## config.mk

```make
export PLATFORM = sky130hd
export DESIGN_NAME = gerenciador_atributos
export DESIGN_NICKNAME = d
export VERILOG_FILES = /design/src/rtl/atributos_pkg.sv /design/src/rtl/gerenciador_atributos_canal.sv /design/src/rtl/gerenciador_atributos.sv
export SDC_FILE = /design/constraint.sdc
export NUM_CORES = 1
export LEC_CHECK = 0
export ABC_AREA = 1
export CORE_ASPECT_RATIO = 1.1
export CORE_MARGIN = 1
export CORE_UTILIZATION = 45
export DETAILED_ROUTE_END_ITERATION = 10
export SLEW_MARGIN = 20
export SYNTH_ARGS = -nofsm -noshare
export SYNTH_HDL_FRONTEND = slang
export SYNTH_SLANG_ARGS = --single-unit
```

## constraint.sdc

```tcl
create_clock -name clk -period 3.85 [get_ports clk]
set_clock_uncertainty 0.1 [all_clocks]
set_input_delay 0.77 -clock clk [delete_from_list [all_inputs] [get_ports clk]]
set_output_delay 0.77 -clock clk [all_outputs]
set_load 0.005 [all_outputs]
```

## src/rtl/atributos_pkg.sv

```systemverilog
// atributos_pkg: state codes from the main FSM and channel indices,
// shared by the attribute engine, the main FSM and the HUD.
package atributos_pkg;

  // One-hot codes driven by the main state machine on `estado`.
  localparam int         ESTADO_W   = 5;
  localparam logic [4:0] INTRO      = 5'b00000;
  localparam logic [4:0] IDLE       = 5'b00001;
  localparam logic [4:0] DORMINDO   = 5'b00010;
  localparam logic [4:0] COMENDO    = 5'b00100;
  localparam logic [4:0] DANDO_AULA = 5'b01000;
  localparam logic [4:0] MORTO      = 5'b10000;

  // Fixed meaning of the first three attribute channels.
  localparam int CH_FOME       = 0;
  localparam int CH_SONO       = 1;
  localparam int CH_FELICIDADE = 2;

  // INTRO and MORTO both mean "start a fresh pet": reload everything.
  function automatic logic eh_recarga(input logic [4:0] e);
    return (e == INTRO) || (e == MORTO);
  endfunction

endpackage

```

## src/rtl/gerenciador_atributos_canal.sv

```systemverilog
// canal_atributo: one saturating attribute register. On `atualiza` it
// reloads its init value, climbs by VEL_SUBIDA or decays by VEL_DESCIDA,
// clamping to [0, MAX_VAL]. The value it is about to take is exported so the
// parent can judge death on post-update values in the same edge.
module canal_atributo #(
  parameter int                 LARGURA     = 8,
  parameter int                 MAX_VAL     = 100,
  parameter int                 VEL_DESCIDA = 1,
  parameter int                 VEL_SUBIDA  = 3,
  parameter logic [LARGURA-1:0] INIT_VAL    = '0
) (
  input  logic               clk,
  input  logic               rst,
  input  logic               atualiza,
  input  logic               sobe,
  input  logic               recarrega,
  output logic [LARGURA-1:0] o_valor,
  output logic [LARGURA-1:0] o_proximo
);

  // One extra bit of headroom so v+VEL_SUBIDA cannot wrap before clamping.
  localparam logic [LARGURA:0] W_TETO    = (LARGURA+1)'(MAX_VAL);
  localparam logic [LARGURA:0] W_SUBIDA  = (LARGURA+1)'(VEL_SUBIDA);
  localparam logic [LARGURA:0] W_DESCIDA = (LARGURA+1)'(VEL_DESCIDA);

  logic [LARGURA-1:0] r_valor;
  logic [LARGURA:0]   w_estendido;
  logic [LARGURA:0]   w_soma;
  logic [LARGURA:0]   w_diferenca;
  logic [LARGURA-1:0] w_subido;
  logic [LARGURA-1:0] w_descido;
  logic [LARGURA-1:0] w_proximo;

  // Candidate next value: reload wins, then climb, otherwise decay.
  always_comb begin
    w_estendido = {1'b0, r_valor};
    w_soma      = w_estendido + W_SUBIDA;
    w_diferenca = w_estendido - W_DESCIDA;
    w_subido    = (w_soma > W_TETO) ? W_TETO[LARGURA-1:0] : w_soma[LARGURA-1:0];
    w_descido   = (w_estendido < W_DESCIDA) ? '0 : w_diferenca[LARGURA-1:0];
    if (recarrega) begin
      w_proximo = INIT_VAL;
    end else if (sobe) begin
      w_proximo = w_subido;
    end else begin
      w_proximo = w_descido;
    end
  end

  // Value register, only moves on update edges.
  always_ff @(posedge clk or posedge rst) begin
    if (rst) begin
      r_valor <= INIT_VAL;
    end else if (atualiza) begin
      r_valor <= w_proximo;
    end
  end

  assign o_valor   = r_valor;
  assign o_proximo = w_proximo;

endmodule

```

## src/rtl/gerenciador_atributos.sv

```systemverilog
// gerenciador_atributos: attribute engine for the pet core. A prescaler
// produces the update tick; each tick every channel climbs or decays
// according to `estado`, and a death counter watches for channels stuck at 0.
module gerenciador_atributos
  import atributos_pkg::*;
#(
  parameter int                         N_ATRIB        = 3,
  parameter int                         LARGURA        = 8,
  parameter int                         MAX_VAL        = 100,
  parameter logic [N_ATRIB*LARGURA-1:0] INIT_VALS      = {8'd50, 8'd70, 8'd80},
  parameter int                         PERIODO_TICK   = 2**23,
  parameter int                         VEL_DESCIDA    = 1,
  parameter int                         VEL_SUBIDA     = 3,
  parameter int                         LIMIAR_CRITICO = 20,
  parameter int                         TICKS_MORTE    = 10
) (
  input  logic                         clk,
  input  logic                         rst,
  input  logic [ESTADO_W-1:0]          estado,
  input  logic                         pausa,
  output logic [N_ATRIB*LARGURA-1:0]   atributos,
  output logic [N_ATRIB-1:0]           critico,
  output logic                         tick,
  output logic                         morte
);

  localparam int                 W_PRESC   = $clog2(PERIODO_TICK);
  localparam int                 W_CONT    = $clog2(TICKS_MORTE + 1);
  localparam logic [W_PRESC-1:0] PRESC_MAX = W_PRESC'(PERIODO_TICK - 1);
  localparam logic [W_CONT-1:0]  CONT_MAX  = W_CONT'(TICKS_MORTE);
  localparam logic [LARGURA-1:0] W_LIMIAR  = LARGURA'(LIMIAR_CRITICO);

  logic [W_PRESC-1:0]         r_presc;
  logic                       r_tick;
  logic                       r_morte;
  logic [W_CONT-1:0]          r_contMorte;
  logic                       w_update;
  logic                       w_recarga;
  logic [N_ATRIB-1:0]         w_sobe;
  logic [N_ATRIB*LARGURA-1:0] w_proximo;
  logic                       w_algumZero;
  logic [W_CONT-1:0]          w_contProx;

  // A pause on the would-be update edge leaves the prescaler parked at its
  // last count, so the update lands on the first edge after pausa drops.
  assign w_update  = (r_presc == PRESC_MAX) && !pausa;
  assign w_recarga = eh_recarga(estado);

  // Prescaler: free-running modulo PERIODO_TICK, frozen while paused.
  always_ff @(posedge clk or posedge rst) begin
    if (rst) begin
      r_presc <= '0;
    end else if (!pausa) begin
      r_presc <= (r_presc == PRESC_MAX) ? '0 : r_presc + W_PRESC'(1);
    end
  end

  // Tick pulse coincides with the cycle the new values are visible.
  always_ff @(posedge clk or posedge rst) begin
    if (rst) begin
      r_tick <= 1'b0;
    end else begin
      r_tick <= w_update;
    end
  end

  // Which single channel climbs; unknown or multi-hot codes make all decay.
  always_comb begin
    w_sobe = '0;
    case (estado)
      DORMINDO:   w_sobe[CH_SONO]       = 1'b1;
      COMENDO:    w_sobe[CH_FOME]       = 1'b1;
      DANDO_AULA: w_sobe[CH_FELICIDADE] = 1'b1;
      default:    w_sobe                = '0;
    endcase
  end

  for (genvar g = 0; g < N_ATRIB; g++) begin : g_canal
    canal_atributo #(
      .LARGURA     (LARGURA),
      .MAX_VAL     (MAX_VAL),
      .VEL_DESCIDA (VEL_DESCIDA),
      .VEL_SUBIDA  (VEL_SUBIDA),
      .INIT_VAL    (INIT_VALS[g*LARGURA +: LARGURA])
    ) u_canal (
      .clk       (clk),
      .rst       (rst),
      .atualiza  (w_update),
      .sobe      (w_sobe[g]),
      .recarrega (w_recarga),
      .o_valor   (atributos[g*LARGURA +: LARGURA]),
      .o_proximo (w_proximo[g*LARGURA +: LARGURA])
    );

    assign critico[g] = (atributos[g*LARGURA +: LARGURA] <= W_LIMIAR);
  end

  // Death is judged on the values the channels are about to take.
  always_comb begin
    w_algumZero = 1'b0;
    for (int i = 0; i < N_ATRIB; i++) begin
      if (w_proximo[i*LARGURA +: LARGURA] == '0) begin
        w_algumZero = 1'b1;
      end
    end
    if (w_algumZero) begin
      w_contProx = (r_contMorte == CONT_MAX) ? r_contMorte : r_contMorte + W_CONT'(1);
    end else begin
      w_contProx = '0;
    end
  end

  // Death counter and sticky death flag; only a reload edge or reset clears it.
  always_ff @(posedge clk or posedge rst) begin
    if (rst) begin
      r_contMorte <= '0;
      r_morte     <= 1'b0;
    end else if (w_update) begin
      if (w_recarga) begin
        r_contMorte <= '0;
        r_morte     <= 1'b0;
      end else begin
        r_contMorte <= w_contProx;
        if (w_contProx == CONT_MAX) begin
          r_morte <= 1'b1;
        end
      end
    end
  end

  assign tick  = r_tick;
  assign morte = r_morte;

endmodule

```

# Word level (Yosys, flattened, before mapping)
# Index checks and enable logic that the tools add are counted.
# word_totals
out_inout_bits	29
regBits	53
word_cells	64
input_bits	8
# classes
eq_ne	7
magnitude_cmp	9
reduce_logical	9
muxes	24
addsub	8
# op_table
cell	n
8-bit 2-to-1 mux	12
8-bit by 2-bit adder with 9-bit output, second input constant	3
9-bit by 7-bit greater-than comparator with 1-bit output, second input constant	3
8-bit by 5-bit less-or-equal comparator with 1-bit output, second input constant	3
8-bit zero test	3
8-bit by 1-bit < comparator with 1-bit output, second input constant	3
8-bit by 1-bit subtractor with 8-bit output, second input constant	3
23-bit by 1-bit adder with 23-bit output, second input constant	1
23-bit equality test, second input constant	1
23-bit 2-to-1 mux	1
4-bit 2-to-1 mux	3
4-bit equality test, second input constant	2
1-bit 2-to-1 mux	8
5-bit by 2-bit equality test with 1-bit output, second input constant	1
5-bit by 3-bit equality test with 1-bit output, second input constant	1
5-bit by 4-bit equality test with 1-bit output, second input constant	1
5-bit equality test, second input constant	1
5-bit zero test	1
4-bit by 1-bit adder with 4-bit output, second input constant	1
2-bit AND reduction	1
2-bit nonzero test	1
1-bit logical AND	1
1-bit zero test	1
1-bit logical OR	1

# Depth between registers and ports, before layout
# Gate-level depths: netlist of run 1.
# depth
word_depth	13
ltp_mapped	18
depth_no_buf	18

# Cells and area by module
# A second synthesis of run 1 with hierarchy kept.
# unflattened
cells_unflattened	685
area_unflattened_um2	4485.6
# by_module_without_submodules
mod	area_each_um2	seq_area_each_um2	n_inst	cells_per_inst
gerenciador_atributos	1988.2	725.7	1	287
canal_atributo (g_canal[2].u_canal)	859.6	203.9	1	138
canal_atributo (g_canal[0].u_canal)	823.3	202.7	1	130
canal_atributo (g_canal[1].u_canal)	814.5	203.9	1	130

# Least setup slack after synthesis of run 1
# Ideal clock, no wire load.
# synth_path
path_type	input port to flip-flop
startpoint	input port pausa
endpoint	register r_presc[21]
setup_ps	125
path_slack_ps	1600
cell_stages	11
arrival_time_ps	2025
n_path_buf	1
required_time_ps	3625
cell_sequence	buf_2 > nor2_1 > inv_1 > nor2_1 > nand3_1 > nor2_2 > nand2_1 > nor3_2 > nand2_1 > o21ai_0 > a21oi_1
# synth_lines
element	line	rtl
start: declaration	gerenciador_atributos.sv:20	input logic pausa,
end signal: assignment	gerenciador_atributos.sv:54	r_presc <= (r_presc == PRESC_MAX) ? '0 : r_presc + W_PRESC'(1);
end: declaration	gerenciador_atributos.sv:33	logic [W_PRESC-1:0] r_presc;

# Final worst setup path of run 1
# layout_path
startpoint	register g_canal[2].u_canal.r_valor[1]
endpoint	output port critico[2]
# layout_via
elab_chain_len	1
# layout_lines
element	line	rtl
start: declaration	gerenciador_atributos_canal.sv:26	logic [LARGURA-1:0] r_valor;
start signal: assignment	gerenciador_atributos_canal.sv:55	r_valor <= w_proximo;
8-bit by 5-bit less-or-equal comparator with 1-bit output	gerenciador_atributos.sv:95	assign critico[g] = (atributos[g*LARGURA +: LARGURA] <= W_LIMIAR);
end: declaration	gerenciador_atributos.sv:22	output logic [N_ATRIB-1:0] critico,
# No other way between the ends.

==> metrics.yaml, run 1 <==
cap_violations: 0
syn_avg_cell_area_sq_um: 6.751
outcome: "finished clean"
die-area_sq_mm: 0.009446
synth_cell_type_count: 46
die_h_microns: 101.8
gp_congestion: 0.9024
postPlaceCellArea_sq_mm: 0.004498
clock_latency_ns: 0.32
r2r-start: "g_canal[1].u_canal.o_valor[1]$_DFFE_PP1P_"
startpoint_type: "flip-flop"
synth_seq_cells: 53
holdBufCountCts: 0
die_w_microns: 92.76
grt_pass1_vias: 3566
finalPower_w: 0.001135
htreeDepth: 2
path_cells: "inv_1 > ha_1 > nor2_1 > nor2_1 > nor2_1 > nor4_1 > clkdlybuf4s50_1"
vias_per_cell: 5.093
antenna_found_initial: 0
peakVddDrop_uv: 126.8
worst_hold_slack_ns: 0.4143
synth_top_area_frac: 0.2762
arrival_ns: 2.04
leakage_nw: 2.218
synth_most_common_cell: "nand2_1"
fin_ws_ns: 0.9371
totalWireLength_microns: 9711
setup_viol: 0
critPathLaunch: "g_canal[2].u_canal.o_valor[1]$_DFFE_PP1P_"
cts_tree: "done"
crit_buf_inv: 2
criticalPathCategory: "reg -> out"
yosys-top-cells-count: "nand2_1, nor2_1, inv_1"
slew_viol_final: 0
cts_setup_buffers: 0
root_buffer: "clkbuf_8"
nets: 655
syn-instance-count: 604
rsz0062_at_grt: "false"
end_kind: "primary output"
slew_headroom: 0.6112
grt-ovfl-total: 0
first_pass_iters: 4
crit_required_ns: 2.98
synthesis.area_sq_mm: 0.004078
grt_start_max_net_pins: 39
antenna_left: 0
fin_crit_ns: 2.913
yosys.area.top_type: "dfrtp_1"
finish.instance_area_sq_mm: 0.004586
grt_first_pass_wirelength_microns: 16590
drive_gt1_frac: 0.1020
setup_tns_ns: 0
clk_path_buf_depth: 2
cts.clk_slew.worst_paths_ns: 0.10
rows: 36
wl_per_cell_microns: 12.93
crit_fanout: 4
cpPeakStageDelay_ns: 0.55
grt.total_usage: 0.2179
synth_edf_count: 0
fmax_mhz: 343.3
final_hold_viol_count: 0
ys_top_cells_by_area: "dfrtp_1, nand2_1, nor2_1, inv_1, nand3_1"
synth-async-reset-ratio: 1.000
min_path_type: "reg -> reg"
cts_buffers: 5
p_per_area_mw_per_mm2: 247.6
cts_sinks: 53
vias: 3825
cpMostUsedCell: "nor2_1"
critPathSlowestCell: "dfstp_2"
drt_iter0_drc: 159
remaining_drc_errors: 0
synth_warnings: 0
crit_family: "flip-flops"
tightestPinTransition_ns: 0.5825
seq_area_frac_synth: 0.3277
numPortBuffers: 36
post_cts_resize_count: 0
core_sq_mm: 0.008828
synth-main-ff-cell: "dfrtp_1"
area_delta_synth_final_pct: 12.46
diodes: 0
num_io_pins: 37
hp-start: "r_presc[12]$_DFFE_PP0N_"
fin_crit_sh: 0.7566
post-place-ws_ns: 0.6551
detailed_place_hpwl_microns: 7455
start_util: 0.4619
syn-num-nets: 623
==> cell families after synthesis <==
| kind of cell | count (synthesis) | share of synthesized area |
|---|---|---|
| compound gates | 70 | 0.09912 |
| xor+xnor | 20 | 0.04296 |
| fa+ha+maj | 11 | 0.03375 |
| buf+inv | 96 | 0.09972 |
| flops | 53 | 0.3277 |
| simple gates | 354 | 0.3967 |
==> worst register-to-register path, cell delays in order (launching register included) <==
cell	delay, ns
dfstp_2	0.57
inv_1	0.10
ha_1	0.30
nor2_4	0.20
nand3_1	0.11
nand2_1	0.08
nand2_1	0.07
nor2_1	0.10
nand2_1	0.07
nand2_2	0.10
nand2_2	0.10
nand3_1	0.10
nor2_1	0.05
nand2_1	0.09
nand3_2	0.13
nand3_1	0.09
o21ai_0	0.08
==> power by group <==
part	internal, W	total (W)	leakage (nW)	switching (W)
logic	0.0000651	0.000179	1.58	0.000113
clock network	0.000129	0.000319	0.0374	0.000190
registers	0.000599	0.000638	0.596	0.0000387
==> final timing paths <==
kind / to / slack, ns / cells past startpoint
setup / recovery: critico[2] / 0.94 / 7
hold / removal: r_presc[12]$_DFFE_PP0N_ / 0.41 / 1
setup reg to reg: r_contMorte[3]$_DFFE_PP0P_ / 1.26 / 16
hold reg to reg: r_presc[12]$_DFFE_PP0N_ / 0.41 / 1
max in group asynchronous: g_canal[2].u_canal.o_valor[1]$_DFFE_PP1P_ / 2.18 / 3
min in group asynchronous: g_canal[1].u_canal.o_valor[5]$_DFFE_PP0P_ / 0.66 / 2
==> flip-flops by register name (all words and copies together), names as in the netlist <==
name,cells
g_canal.u_canal.o_valor,24
r_presc,23
r_contMorte,4
morte,1
tick,1
==> cell type report <==
type                            instances  area [sq um]
Fill cell                             919          4243
Multi-Input combinational cell        455          2335
Sequential cell                        53          1336
Timing Repair Buffer                   37         367.9
Inverter                               84         316.6
Tap cell                              114         142.6
Clock buffer                            6         72.57
Clock inverter                          2         15.01
==> layout by cell type, fill, tap and decap left out, types with 3 or more instances in the layout <==
cell | synthesis | routed
nand2_1 | 152 | 152
nor2_1 | 81 | 81
inv_1 | 75 | 74
nand3_1 | 54 | 54
dfrtp_1 | 45 | 45
clkdlybuf4s50_1 | 0 | 36
o21ai_0 | 33 | 33
a21oi_1 | 19 | 19
nand4_1 | 17 | 17
xor2_1 | 15 | 15
nor3_1 | 13 | 13
ha_1 | 11 | 11
nand2_2 | 10 | 10
inv_2 | 8 | 9
dfstp_2 | 8 | 8
o21ai_2 | 7 | 7
nor2_2 | 7 | 7
nor2_4 | 6 | 6
xnor2_1 | 5 | 5
clkbuf_8 | 0 | 5
nor4_1 | 3 | 3
==> metrics by stage <==
stage | std cells | util
2_1_floorplan | 604 | -
3_3_place_gp | 743 | 0.5095
3_5_place_dp | 743 | 0.5095
4_1_cts | 751 | 0.5194
5_1_grt | 751 | 0.5194
6_report | 751 | 0.5194
==> layer usage <==
layer  track usage  up-vias  share of wire
met5             0        -              0
met4       0.05680        0          0.014
met2        0.3648       54           0.48
met1        0.2969     1756           0.48
met3       0.03125       11          0.024
li1              -     2004              -
Note: power is estimated with default switching activity, not from simulation.
==> run 2, diff against run 1 <==
--- a/config.mk
+++ b/config.mk
@@ -10,6 +10,7 @@
 export CORE_MARGIN = 1
 export CORE_UTILIZATION = 45
 export DETAILED_ROUTE_END_ITERATION = 10
+export PLACE_DENSITY = 0.67
 export SLEW_MARGIN = 20
 export SYNTH_ARGS = -nofsm -noshare
 export SYNTH_HDL_FRONTEND = slang
==> constraint.sdc (replaced) <==
create_clock -name clk -period 2.5 [get_ports clk]
set_clock_uncertainty 0.1 [all_clocks]
set_input_delay 0.5 -clock clk [delete_from_list [all_inputs] [get_ports clk]]
set_output_delay 0.5 -clock clk [all_outputs]
set_load 0.005 [all_outputs]
==> run 2 against run 1 <==
Critical endpoint is now critico[0]. Final cell count increased by 5.7%. Combinational power increased by 70%. Sequential cell count unchanged. Clock-buffer cell count decreased by 1. Largest cell class unchanged.
==> metrics.yaml, run 2 (synthesis gave the netlist of run 1 again) <==
fmax_mhz: 414.6
fillCellCount: 873
wl_per_cell_microns: 12.63
multi_input_area_sq_mm: 0.002395
drt_iter0_drc: 244
die_w_microns: 92.76
totalWireLength_microns: 10030
antenna_found_initial: 0
numPortBuffers: 36
rsz0062_at_grt: "true"
nets: 698
peakVddDrop_uv: 270.3
min_path_type: "reg -> reg"
seqCellArea_sq_mm: 0.001336
crit_fanout: 6
slew_viol_final: 0
diodes: 0
cts.clk_slew.worst_paths_ns: 0.11
grt_start_max_net_pins: 54
num_io_pins: 37
post-route-util: 0.5656
start_util: 0.4619
clk_path_buf_depth: 2
htreeDepth: 2
grt-ovfl-total: 0
post-place-ws_ns: -0.1507
grt_first_pass_wirelength_microns: 16930
grt_pass1_vias: 3777
first_pass_iters: 5
placedCellCount: 781
layout_commonest_cell: "nand2_1"
cts_buffers: 5
cpPeakStageDelay_ns: 0.53
area_delta_synth_final_pct: 22.46
arrival_ns: 1.81
critPathSlowestCell: "clkdlybuf4s50_1"
reg2reg_slack_ns: 0.20
crit_required_ns: 1.90
stdcell_count: 794
core_sq_mm: 0.008828
clock_latency_ns: 0.32
cts_tree: "done"
vias_per_cell: 5.098
fin_ws_ns: 0.08775
end_kind: "primary output"
slew_headroom: 0.7155
root_buffer: "clkbuf_8"
cap_violations: 0
criticalPathCategory: "reg -> out"
leakage_nw: 2.451
final_hold_viol_count: 0
final_cell_mix: "nand2_1, nor2_1, inv_1"
remaining_drc_errors: 0
postPlaceCellArea_sq_mm: 0.004808
detailed_place_hpwl_microns: 7794
antenna_left: 0
die-area_sq_mm: 0.009446
tightestPinTransition_ns: 0.4228
vias: 4048
cts_sinks: 53
grt.total_usage: 0.2213
finish.instance_area_sq_mm: 0.004994
p_per_area_mw_per_mm2: 359.8
fin_crit_ns: 2.412
path_cells: "nor2_2 > nand2_1 > nor3_1 > clkdlybuf4s50_1"
drive_gt1_frac: 0.1882
startpoint_type: "flip-flop"
rows: 36
gp_congestion: 0.8797
largest_reg_flops: 24
setup_viol: 0
fin_crit_sh: 0.9649
outcome: "finished clean"
die_h_microns: 101.8
## run 2: changes by cell type in the layout (fill, tap and decap cells not counted), moves of 3 or more
cell     change
ha_2         +3
ha_1         -3
buf_4       +41
nand2_2      +4
nor2_2       +5
nor2_1       -7
nand2_1      -4
## run 2: stage by stage
stage | hold WS [ns] | power, W | setup TNS (ns)
global placement | 0.3927 | 0.001293 | -0.2845
detailed placement | 0.4066 | 0.001311 | -0.6233
CTS | 0.4351 | 0.001822 | 0
floorplan | 0.3669 | 0.001205 | 0
finish | 0.4318 | 0.001797 | 0
global route | 0.4635 | 0.001893 | -0.01592
## run 2: area by class of cell
class / instances / share of cell area
Clock inverter: 3 / 0.004260
Multi-Input combinational cell: 455 / 0.4796
Inverter: 84 / 0.06339
Clock buffer: 5 / 0.01378
Timing Repair Buffer: 80 / 0.1428
Sequential cell: 53 / 0.2676
Tap cell: 114 / 0.02856
## run 2: timing repair
action,in CTS,in global routing
pin swaps,1,2
endpoints found under the setup margin,2,6
buffers inserted,4,1
hold buffers,0,0
resized for setup,6,17
## run 2: per-layer routing
metal / up-vias / GRT usage / wire length, microns
li1: 2094 / - / -
met1: 1866 / 0.2740 / 4520
met2: 75 / 0.4044 / 5048
met3: 13 / 0.02679 / 313
met4: 0 / 0.06391 / 144
met5: - / 0 / 0
## run 2: where the power goes
group	switching (W)	internal, W
Combinational	0.000185	0.000120
Clock	0.000306	0.000200
Sequential	0.0000624	0.000923
Total	0.000554	0.00124
## run 2: final timing paths
path	startpoint	to	depth (start not counted)
min in group asynchronous	rst	r_presc[9]$_DFFE_PP0N_	3
min reg2reg	r_presc[1]$_DFFE_PP0N_	r_presc[1]$_DFFE_PP0N_	2
max	g_canal[0].u_canal.o_valor[5]$_DFFE_PP0P_	critico[0]	4
max in group asynchronous	rst	g_canal[2].u_canal.o_valor[1]$_DFFE_PP1P_	3
min	r_presc[1]$_DFFE_PP0N_	r_presc[1]$_DFFE_PP0N_	2
max reg2reg	g_canal[2].u_canal.o_valor[1]$_DFFE_PP1P_	r_contMorte[2]$_DFFE_PP0P_	18
## run 2: critical path: cells and delay by family, from the launching register on
kind | cells | cell delay, ns
and+or+nand+nor | 3 | 0.51
buffers and inverters | 1 | 0.53
DFF | 1 | 0.46
==> run 3, diff against run 2 <==
--- a/config.mk
+++ b/config.mk
@@ -11,7 +11,6 @@
 export CORE_UTILIZATION = 45
 export DETAILED_ROUTE_END_ITERATION = 10
 export PLACE_DENSITY = 0.67
-export SLEW_MARGIN = 20
 export SYNTH_ARGS = -nofsm -noshare
 export SYNTH_HDL_FRONTEND = slang
 export SYNTH_SLANG_ARGS = --single-unit
==> results of run 3 <==
Same layout as run 2: the final DEF is identical, and so are final timing and power.
